==> src/rtl/jtag_axi_master_pkg.sv <==
// -----------------------------------------------------------------------------
// jtag_axi_master_pkg
// Shared types for the JTAG-to-AXI4-Lite master stage:
//   axi_status_t     - status code returned to the JTAG data registers
//   axi_master_fsm_t - master state machine encoding
//   resp_to_status   - maps an AXI BRESP/RRESP code onto axi_status_t
//   DEFAULT_TIMEOUT_CYCLES - default abort limit for a stalled transaction
// -----------------------------------------------------------------------------
package jtag_axi_master_pkg;

    typedef enum logic [2:0] {
        ST_IDLE    = 3'd0,
        ST_PENDING = 3'd1,
        ST_OKAY    = 3'd2,
        ST_SLVERR  = 3'd3,
        ST_DECERR  = 3'd4,
        ST_TIMEOUT = 3'd5
    } axi_status_t;

    typedef enum logic [2:0] {
        S_IDLE    = 3'd0,
        S_WR_REQ  = 3'd1,
        S_WR_RESP = 3'd2,
        S_RD_REQ  = 3'd3,
        S_RD_RESP = 3'd4
    } axi_master_fsm_t;

    localparam int DEFAULT_TIMEOUT_CYCLES = 4096;

    // EXOKAY has no meaning for a single-beat AXI4-Lite access, so it folds into OKAY.
    function automatic axi_status_t resp_to_status(input logic [1:0] resp);
        axi_status_t st;
        case (resp)
            2'b00, 2'b01: st = ST_OKAY;
            2'b10:        st = ST_SLVERR;
            2'b11:        st = ST_DECERR;
            default:      st = ST_DECERR;
        endcase
        return st;
    endfunction

endpackage

==> src/rtl/jtag_axi_master_timeout_cnt.sv <==
// -----------------------------------------------------------------------------
// axi_timeout_cnt
// Watchdog for a bus state machine. Counts cycles while enabled and no
// progress is reported; expire fires on the LIMIT-th consecutive idle cycle.
//   clk, rstn : clock, synchronous active-low reset
//   enable    : count only while 1 (counter held at zero otherwise)
//   clear     : progress seen this cycle, restart the count
//   expire    : combinational, the current cycle is the LIMIT-th without progress
// LIMIT = 0 disables the watchdog entirely.
// -----------------------------------------------------------------------------
module axi_timeout_cnt #(
    parameter int LIMIT = 4096
) (
    input  logic clk,
    input  logic rstn,
    input  logic enable,
    input  logic clear,
    output logic expire
);

    localparam int CW = (LIMIT > 1) ? $clog2(LIMIT) : 1;
    localparam logic [CW-1:0] LAST = (LIMIT > 0) ? CW'(LIMIT - 1) : '0;

    logic [CW-1:0] cnt_r;

    assign expire = (LIMIT != 0) && enable && !clear && (cnt_r == LAST);

    // Idle-cycle counter; restarts on progress, when disabled and after expiry.
    always_ff @(posedge clk) begin
        if (!rstn) begin
            cnt_r <= '0;
        end else if (!enable || clear || expire) begin
            cnt_r <= '0;
        end else begin
            cnt_r <= cnt_r + CW'(1);
        end
    end

endmodule

==> src/rtl/jtag_axi_master.sv <==
// -----------------------------------------------------------------------------
// jtag_axi_master
// Executes one single-beat AXI4-Lite transaction per request captured by the
// JTAG data registers and reports read data plus a status code back.
//   clk, rstn        : system clock, synchronous active-low reset
//   req_valid        : one-cycle request strobe (already in clk domain)
//   req_write        : 1 = write, 0 = read
//   req_addr/wdata/wstrb : request fields, latched on an accepted req_valid
//   busy             : transaction in flight
//   req_drop         : one-cycle pulse when a request arrives while busy
//   resp_rdata       : data of the last completed read
//   resp_status      : axi_status_t of the last transaction
//   m_aw*/m_w*/m_b*/m_ar*/m_r* : AXI4-Lite master channels (prot tied to 0)
// -----------------------------------------------------------------------------
module jtag_axi_master
    import jtag_axi_master_pkg::*;
#(
    parameter int ADDR_WIDTH     = 32,
    parameter int DATA_WIDTH     = 32,
    parameter int TIMEOUT_CYCLES = DEFAULT_TIMEOUT_CYCLES
) (
    input  logic                    clk,
    input  logic                    rstn,
    input  logic                    req_valid,
    input  logic                    req_write,
    input  logic [ADDR_WIDTH-1:0]   req_addr,
    input  logic [DATA_WIDTH-1:0]   req_wdata,
    input  logic [DATA_WIDTH/8-1:0] req_wstrb,
    output logic                    busy,
    output logic                    req_drop,
    output logic [DATA_WIDTH-1:0]   resp_rdata,
    output logic [2:0]              resp_status,
    output logic [ADDR_WIDTH-1:0]   m_awaddr,
    output logic [2:0]              m_awprot,
    output logic                    m_awvalid,
    input  logic                    m_awready,
    output logic [DATA_WIDTH-1:0]   m_wdata,
    output logic [DATA_WIDTH/8-1:0] m_wstrb,
    output logic                    m_wvalid,
    input  logic                    m_wready,
    input  logic [1:0]              m_bresp,
    input  logic                    m_bvalid,
    output logic                    m_bready,
    output logic [ADDR_WIDTH-1:0]   m_araddr,
    output logic [2:0]              m_arprot,
    output logic                    m_arvalid,
    input  logic                    m_arready,
    input  logic [DATA_WIDTH-1:0]   m_rdata,
    input  logic [1:0]              m_rresp,
    input  logic                    m_rvalid,
    output logic                    m_rready
);

    axi_master_fsm_t           state_r, state_next_s;
    axi_status_t               status_r, status_next_s;
    logic [ADDR_WIDTH-1:0]     addr_r;
    logic [DATA_WIDTH-1:0]     wdata_r;
    logic [DATA_WIDTH/8-1:0]   wstrb_r;
    logic [DATA_WIDTH-1:0]     rdata_r, rdata_next_s;
    logic                      awvalid_r, awvalid_next_s;
    logic                      wvalid_r, wvalid_next_s;
    logic                      bready_r, bready_next_s;
    logic                      arvalid_r, arvalid_next_s;
    logic                      rready_r, rready_next_s;
    logic                      aw_done_r, aw_done_next_s;
    logic                      w_done_r, w_done_next_s;
    logic                      busy_r, drop_r;
    logic                      load_s;
    logic                      aw_hs_s, w_hs_s, b_hs_s, ar_hs_s, r_hs_s;
    logic                      progress_s, tmo_expire_s;

    assign aw_hs_s    = awvalid_r & m_awready;
    assign w_hs_s     = wvalid_r  & m_wready;
    assign b_hs_s     = bready_r  & m_bvalid;
    assign ar_hs_s    = arvalid_r & m_arready;
    assign r_hs_s     = rready_r  & m_rvalid;
    // Every exit from a non-IDLE state coincides with a handshake, so
    // "any handshake" also covers the restart on state entry.
    assign progress_s = aw_hs_s | w_hs_s | b_hs_s | ar_hs_s | r_hs_s;

    axi_timeout_cnt #(
        .LIMIT (TIMEOUT_CYCLES)
    ) u_timeout (
        .clk    (clk),
        .rstn   (rstn),
        .enable (state_r != S_IDLE),
        .clear  (progress_s),
        .expire (tmo_expire_s)
    );

    // Next-state and next-output logic; every register holds unless changed.
    always_comb begin
        state_next_s   = state_r;
        status_next_s  = status_r;
        rdata_next_s   = rdata_r;
        awvalid_next_s = awvalid_r;
        wvalid_next_s  = wvalid_r;
        bready_next_s  = bready_r;
        arvalid_next_s = arvalid_r;
        rready_next_s  = rready_r;
        aw_done_next_s = aw_done_r;
        w_done_next_s  = w_done_r;
        load_s         = 1'b0;

        case (state_r)
            S_IDLE: begin
                if (req_valid) begin
                    load_s         = 1'b1;
                    status_next_s  = ST_PENDING;
                    aw_done_next_s = 1'b0;
                    w_done_next_s  = 1'b0;
                    if (req_write) begin
                        state_next_s   = S_WR_REQ;
                        awvalid_next_s = 1'b1;
                        wvalid_next_s  = 1'b1;
                    end else begin
                        state_next_s   = S_RD_REQ;
                        arvalid_next_s = 1'b1;
                    end
                end else begin
                    state_next_s = S_IDLE;
                end
            end
            S_WR_REQ: begin
                // AW and W retire independently; leave once both have.
                if (aw_hs_s) begin
                    awvalid_next_s = 1'b0;
                    aw_done_next_s = 1'b1;
                end else begin
                    awvalid_next_s = awvalid_r;
                end
                if (w_hs_s) begin
                    wvalid_next_s = 1'b0;
                    w_done_next_s = 1'b1;
                end else begin
                    wvalid_next_s = wvalid_r;
                end
                if ((aw_done_r | aw_hs_s) && (w_done_r | w_hs_s)) begin
                    state_next_s  = S_WR_RESP;
                    bready_next_s = 1'b1;
                end else begin
                    state_next_s = S_WR_REQ;
                end
            end
            S_WR_RESP: begin
                if (b_hs_s) begin
                    status_next_s = resp_to_status(m_bresp);
                    bready_next_s = 1'b0;
                    state_next_s  = S_IDLE;
                end else begin
                    state_next_s = S_WR_RESP;
                end
            end
            S_RD_REQ: begin
                if (ar_hs_s) begin
                    arvalid_next_s = 1'b0;
                    rready_next_s  = 1'b1;
                    state_next_s   = S_RD_RESP;
                end else begin
                    state_next_s = S_RD_REQ;
                end
            end
            S_RD_RESP: begin
                if (r_hs_s) begin
                    rdata_next_s  = m_rdata;
                    status_next_s = resp_to_status(m_rresp);
                    rready_next_s = 1'b0;
                    state_next_s  = S_IDLE;
                end else begin
                    state_next_s = S_RD_RESP;
                end
            end
            default: begin
                state_next_s   = S_IDLE;
                awvalid_next_s = 1'b0;
                wvalid_next_s  = 1'b0;
                bready_next_s  = 1'b0;
                arvalid_next_s = 1'b0;
                rready_next_s  = 1'b0;
            end
        endcase

        // Recovery path: abandon the transaction, the bus may be left mid-handshake.
        if (tmo_expire_s) begin
            state_next_s   = S_IDLE;
            status_next_s  = ST_TIMEOUT;
            awvalid_next_s = 1'b0;
            wvalid_next_s  = 1'b0;
            bready_next_s  = 1'b0;
            arvalid_next_s = 1'b0;
            rready_next_s  = 1'b0;
        end else begin
            status_next_s = status_next_s;
        end
    end

    // State, channel controls, latched request and response registers.
    always_ff @(posedge clk) begin
        if (!rstn) begin
            state_r   <= S_IDLE;
            status_r  <= ST_IDLE;
            rdata_r   <= '0;
            addr_r    <= '0;
            wdata_r   <= '0;
            wstrb_r   <= '0;
            awvalid_r <= 1'b0;
            wvalid_r  <= 1'b0;
            bready_r  <= 1'b0;
            arvalid_r <= 1'b0;
            rready_r  <= 1'b0;
            aw_done_r <= 1'b0;
            w_done_r  <= 1'b0;
            busy_r    <= 1'b0;
            drop_r    <= 1'b0;
        end else begin
            state_r   <= state_next_s;
            status_r  <= status_next_s;
            rdata_r   <= rdata_next_s;
            awvalid_r <= awvalid_next_s;
            wvalid_r  <= wvalid_next_s;
            bready_r  <= bready_next_s;
            arvalid_r <= arvalid_next_s;
            rready_r  <= rready_next_s;
            aw_done_r <= aw_done_next_s;
            w_done_r  <= w_done_next_s;
            busy_r    <= (state_next_s != S_IDLE);
            // A request in the cycle that returns to IDLE still sees a busy state.
            drop_r    <= req_valid && (state_r != S_IDLE);
            if (load_s) begin
                addr_r  <= req_addr;
                wdata_r <= req_wdata;
                wstrb_r <= req_wstrb;
            end else begin
                addr_r  <= addr_r;
                wdata_r <= wdata_r;
                wstrb_r <= wstrb_r;
            end
        end
    end

    assign busy        = busy_r;
    assign req_drop    = drop_r;
    assign resp_rdata  = rdata_r;
    assign resp_status = status_r;
    assign m_awaddr    = addr_r;
    assign m_araddr    = addr_r;
    assign m_awprot    = 3'b000;
    assign m_arprot    = 3'b000;
    assign m_awvalid   = awvalid_r;
    assign m_wdata     = wdata_r;
    assign m_wstrb     = wstrb_r;
    assign m_wvalid    = wvalid_r;
    assign m_bready    = bready_r;
    assign m_arvalid   = arvalid_r;
    assign m_rready    = rready_r;

endmodule

==> config.mk <==
export PLATFORM = sky130hd
export DESIGN_NAME = jtag_axi_master
export DESIGN_NICKNAME = d
export VERILOG_FILES = /design/src/rtl/jtag_axi_master_pkg.sv /design/src/rtl/jtag_axi_master_timeout_cnt.sv /design/src/rtl/jtag_axi_master.sv
export SDC_FILE = /design/constraint.sdc
export NUM_CORES = 1
export LEC_CHECK = 0
export CORE_ASPECT_RATIO = 1.2
export CORE_MARGIN = 4
export CORE_UTILIZATION = 40
export DETAILED_ROUTE_END_ITERATION = 10
export PLACE_DENSITY = 0.84
export SLEW_MARGIN = 20
export SYNTH_ARGS = -nofsm -noshare
export SYNTH_HDL_FRONTEND = slang
export SYNTH_SLANG_ARGS = --single-unit
==> constraint.sdc <==
create_clock -name clk -period 2 [get_ports clk]
set_input_delay 0.2 -clock clk [delete_from_list [all_inputs] [get_ports clk]]
set_output_delay 0.2 -clock clk [all_outputs]
set_load 0.005 [all_outputs]
; After elaboration in Yosys (flattened, before gate mapping)
; Cells that the tools add are included.
[totals]
register_bits = 127
mem_bits_ro = 0
mem_bits_rw = 0
memories = 0
out_inout_bits = 148
latchBits = 0
wordCells = 129
inputBits = 113
[classes]
n_eq_ne = 23
n_bitwise = 16
muxes = 38
shifts = 0
add_sub_neg = 1
reduce_logical = 34
n_lt_le_gt_ge = 0
multipliers = 0
n_div = 0
[ops]
columns = operator, n
row1 = 3-bit one-hot mux with 3 select lines, 3
row2 = 3-bit two-way mux, 8
row3 = 4-bit AND reduction, 5
row4 = "2-bit != test, second input constant", 9
row5 = 1-bit two-way mux, 16
row6 = 1-bit one-hot mux with 3 select lines, 5
row7 = 3-bit one-hot mux with 5 select lines, 1
row8 = "12-bit by 1-bit adder with 12-bit output, second input constant", 1
row9 = "12-bit == test, second input constant", 1
row10 = 3-bit AND reduction, 4
row11 = 3-bit OR reduction, 4
row12 = "3-bit by 2-bit != test with 1-bit output, second input constant", 3
row13 = 3-bit nonzero test, 3
row14 = "2-bit == test, second input constant", 4
row15 = 2-bit OR reduction, 4
row16 = "3-bit by 2-bit == test with 1-bit output, second input constant", 2
row17 = 2-bit two-way mux, 3
row18 = 1-bit bitwise OR, 6
row19 = 1-bit bitwise AND, 5
row20 = 1-bit NOT, 5
row21 = "2-bit by 1-bit == test with 1-bit output, second input constant", 2
row22 = 1-bit logical AND, 4
row23 = 2-bit zero test, 2
row24 = 1-bit one-hot mux with 2 select lines, 2
row25 = other kinds (8), 10

; Logic depth before layout (Yosys ltp)
[logic_depth]
ltp_word = 10
depth_mapped = 7
ltp_nobuf = 5

; Cells and area by module
; From an unflattened synthesis, not the netlist that was laid out.
[unflattened]
cells_unflattened = 629
area_unflattened_um2 = 5345.1
[by_module_without_submodules]
columns = mod, seq_area_each_um2, n_inst, cells_per_inst, area_each_um2
row1 = jtag_axi_master, 2302.2, 1, 568, 4774.6
row2 = axi_timeout_cnt, 240.2, 1, 61, 570.5

; Worst setup path after synthesis
; OpenSTA, ideal clock, no wires.
[synth_timing]
kind = register -> register
startpoint = reg state_r[0]
endpoint = reg addr_r[10], in the netlist m_araddr[10]
t_required_ns = 1.868
stages_incl_launch_ff = 8
synth_period_minus_slack_ns = 1.589
setup_ns = 0.132
slack_ns = 0.411
n_path_buf = 4
arrival_time_ns = 1.457
path_cell_list = dfxtp_1 -> buf_6 -> or4b_1 -> clkbuf_1 -> buf_2 -> buf_6 -> nand2_1 -> a21oi_1
[synth_via]
elab_chain_len = 2
[synth_rtl]
columns = item, line
row1 = start: declaration, jtag_axi_master.sv:54  ; axi_master_fsm_t state_r, state_next_s;
row2 = start signal: assignment, jtag_axi_master.sv:216  ; state_r <= state_next_s;
row3 = 3-bit zero test, jtag_axi_master.sv:105  ; case (state_r)
row4 = 1-bit two-way mux, jtag_axi_master.sv:105
row5 = end signal: assignment, jtag_axi_master.sv:230  ; addr_r <= req_addr;
row6 = end signal: assignment, jtag_axi_master.sv:234  ; addr_r <= addr_r;
row7 = end: declaration, jtag_axi_master.sv:56  ; logic [ADDR_WIDTH-1:0] addr_r;
; No other way between the ends.
; A chain may end at the register's enable or synchronous reset.

; Worst setup path in the final report
[layout_timing]
startpoint = reg state_r[2]
endpoint = reg rdata_r[30], in the netlist resp_rdata[30]
[layout_via]
elab_chain_len = 2
[layout_rtl]
columns = item, line
row1 = 3-bit == test, jtag_axi_master.sv:105
row2 = 2-bit AND reduction (no line), --
row3 = end signal: assignment, jtag_axi_master.sv:218  ; rdata_r <= rdata_next_s;
row4 = end: declaration, jtag_axi_master.sv:59  ; logic [DATA_WIDTH-1:0] rdata_r, rdata_next_s;
; No other way between the ends.

==> results.sh <==
export IMPL_wl_um=14600
export IMPL_die_h_um=131
export IMPL_async_flop_share=0
export IMPL_place_gp_congestion=0.842
export IMPL_max_slew_margin=0.595
export IMPL_critPathLaunchType="register"
export IMPL_syn_area_per_cell_um2=7.96
export IMPL_finalPower_mw=6.98
export IMPL_cts_hold_buf=0
export IMPL_path_clk_slew_ns=0.06
export IMPL_synth_seq_cells=127
export IMPL_hold_path_class="input pin to register"
export IMPL_max_freq_ghz=0.567
export IMPL_cts_buffers_inserted=17
export IMPL_p_sw_mw=1.57
export IMPL_dp_worst_setup_slack_ns=0.0482
export IMPL_hold_end="resp_rdata[3]$_SDFFE_PN0P_"
export IMPL_grt_pass1_wl_um=23000
export IMPL_holdPathStages=3
export IMPL_grt_pass1_vias=4629
export IMPL_ir_drop_mv=0.541
export IMPL_drt_first_pass_iters=4
export IMPL_wl_per_cell_um=14.3
export IMPL_min_from="m_rdata[3]"
export IMPL_ant_nets=0
export IMPL_ys_seq_area_frac=0.501
export IMPL_core_area_mm2=0.0123
export IMPL_cts_tree="done"
export IMPL_vias_per_cell=4.76
export IMPL_post_cts_buffers=0
export IMPL_synth_flop_cell="dfxtp_1"
export IMPL_layout_worst_path_cycle_share=0.882
export IMPL_die_area_mm2=0.0146
export IMPL_synthCells=637
export IMPL_worst_ep_required_time_ns=2.26
export IMPL_h_tree_depth=4
export IMPL_num_antenna_cells=0
export IMPL_reg2reg_to="resp_rdata[30]$_SDFFE_PN0P_"
export IMPL_p_leak_nw=2.92
export IMPL_power_frac_comb=0.146
export IMPL_crit_path_end_kind="register"
export IMPL_p_seq_frac=0.393
export IMPL_drive_above_1_share=0.0581
export IMPL_dieWidth_um=111
export IMPL_synthToLayoutAreaGrowth_pct=60.2
export IMPL_vias=4864
export IMPL_cp_arrival_ns=2.02
export IMPL_ys_types=47
export IMPL_synth_enable_flop_cells=0
export IMPL_hold_viol=0
export IMPL_r2r_cells=4
export IMPL_p_sw_frac=0.225
export IMPL_fin_skew_ns=0.00503
export IMPL_initial_core_util=0.413
export IMPL_drcViolationCount=0
export IMPL_cts_root_buf="clkbuf_16"
export IMPL_yosys_warnings=0
export IMPL_drt_iter0_drc=247
export IMPL_grt_max_degree=71
export IMPL_overflow=0
export IMPL_final_common_cell="clkdlybuf4s50_1"
export IMPL_crit_type="register to register"
export IMPL_cp_max_fo=32
export IMPL_rsz0062_at_grt="no"
export IMPL_fin_ws_ns=0.236
export IMPL_finalSetupViolCount=0
export IMPL_num_rows=44
export IMPL_final_cell_mix="clkdlybuf4s50_1 (254), nand2_1 (214), dfxtp_1 (127), a21oi_1 (114), nor2_1 (22)"
export IMPL_p_clk_frac=0.461
export IMPL_period_needed_ns=1.76
export IMPL_regToRegSetupSlack_ns=0.24
export IMPL_dpl_hpwl_um=10600
export IMPL_clkSinkCount=127
export IMPL_syn_area_mm2=0.00507
export IMPL_worst_slew_pin_slew_ns=0.607
export IMPL_p_per_area_mw_per_mm2=859
export IMPL_antenna_found_initial=0
export IMPL_p_int_mw=5.41
export IMPL_r2r_start="state_r[2]$_SDFF_PN0_"
export IMPL_finalSetupTns_ns=0
export IMPL_port_buffers=254
export IMPL_io_pins=261
export IMPL_nNetsFinal=962
export IMPL_run_status="finished clean"
export IMPL_max_cap_viol_count=0
export IMPL_clk_latency_ns=0.40
export IMPL_track_usage=0.193
export IMPL_drv_slew=0
export IMPL_cts_buffer_depth=2
export IMPL_cts_resized=0
export IMPL_timing_hold_ws_ns=0.337
[cell type report]
class | count | area [µm²]
clock inverters | 11 | 163
well taps | 161 | 201
fillers | 1029 | 4150
clock buffers | 21 | 460
repair buffers | 264 | 2670
inverters | 4 | 16.3
multi-input cells | 434 | 2080
flip-flops and latches | 127 | 2540
[registers in the layout, summed over array words and instances (netlist names), 3 cells and up]
name	count
resp_rdata	32
m_wdata	32
resp_status	3
m_araddr	32
state_r	3
m_wstrb	4
u_timeout.cnt_r	12
[routing by layer]
metal	vias to the layer above	share of wire	routed length [µm]	global-route usage
met5	-	0	0	0
met4	0	0.021	302	0.0753
met3	22	0.085	1230	0.0658
met2	189	0.49	7210	0.340
met1	2188	0.40	5840	0.213
li1	2465	-	-	-
[worst max-delay path by stage]
stage / startpoint / end / cells past startpoint
2_1_floorplan: state_r[0]$_SDFF_PN0_ / m_araddr[10]$_SDFFE_PN0N_ / 7
3_3_place_gp: req_valid / m_wdata[18]$_SDFFE_PN0N_ / 5
3_5_place_dp: req_valid / m_wdata[8]$_SDFFE_PN0N_ / 5
4_1_cts: state_r[2]$_SDFF_PN0_ / resp_rdata[30]$_SDFFE_PN0P_ / 4
5_1_grt: u_timeout.cnt_r[0]$_SDFF_PP0_ / m_awvalid$_SDFFE_PP0P_ / 6
6_report: state_r[2]$_SDFF_PN0_ / resp_rdata[30]$_SDFFE_PN0P_ / 4
[worst max-delay path: stages, from the launching register on]
cell and delay (ns):
dfxtp_1 0.62, nand3_1 0.19, or2_2 0.56, nand2_1 0.16, a21oi_1 0.08
[power groups by stage]
stage,registers [mW],clock network [mW],logic [mW]
final,2.74,3.22,1.02
after global routing,2.76,3.40,1.11
after CTS,2.74,3.28,1.03
after detailed placement,2.80,0,1.03
after global placement,2.79,0,1.02
after floorplan,2.79,0,0.447
[stage by stage]
stage          std cells  utilization  area, µm²
2_1_floorplan        642            -       5090
3_3_place_gp         990        0.611       7500
6_report            1022        0.662       8130
5_1_grt             1022        0.662       8130
4_1_cts             1022        0.662       8130
3_5_place_dp         990        0.611       7500
[cells by family after synthesis]
kind of cell / after synthesis / synth area share
other: 1 / 0.000739
adder cells (fa/ha/maj): 1 / 0.00247
XOR/XNOR: 10 / 0.0173
multiplexers: 2 / 0.00395
AO/OA/AOI/OAI: 135 / 0.146
buffers and inverters: 81 / 0.0947
flip-flops: 127 / 0.501
AND/OR/NAND/NOR: 280 / 0.233
[synthesized netlist by cell type (4+ instances only)]
cell,count,area [µm²]
clkbuf_1,27,101
xnor2_1,4,35.0
nor2_1,23,86.3
buf_4,38,285
buf_2,9,45.0
nand3_1,7,35.0
dfxtp_1,127,2540
a21oi_1,114,571
and3_1,5,31.3
nand2_1,214,803
o21ai_0,5,25.0
xor2_1,6,52.6
nand4_1,4,25.0
No activity file was read; power rests on OpenSTA's default activity.
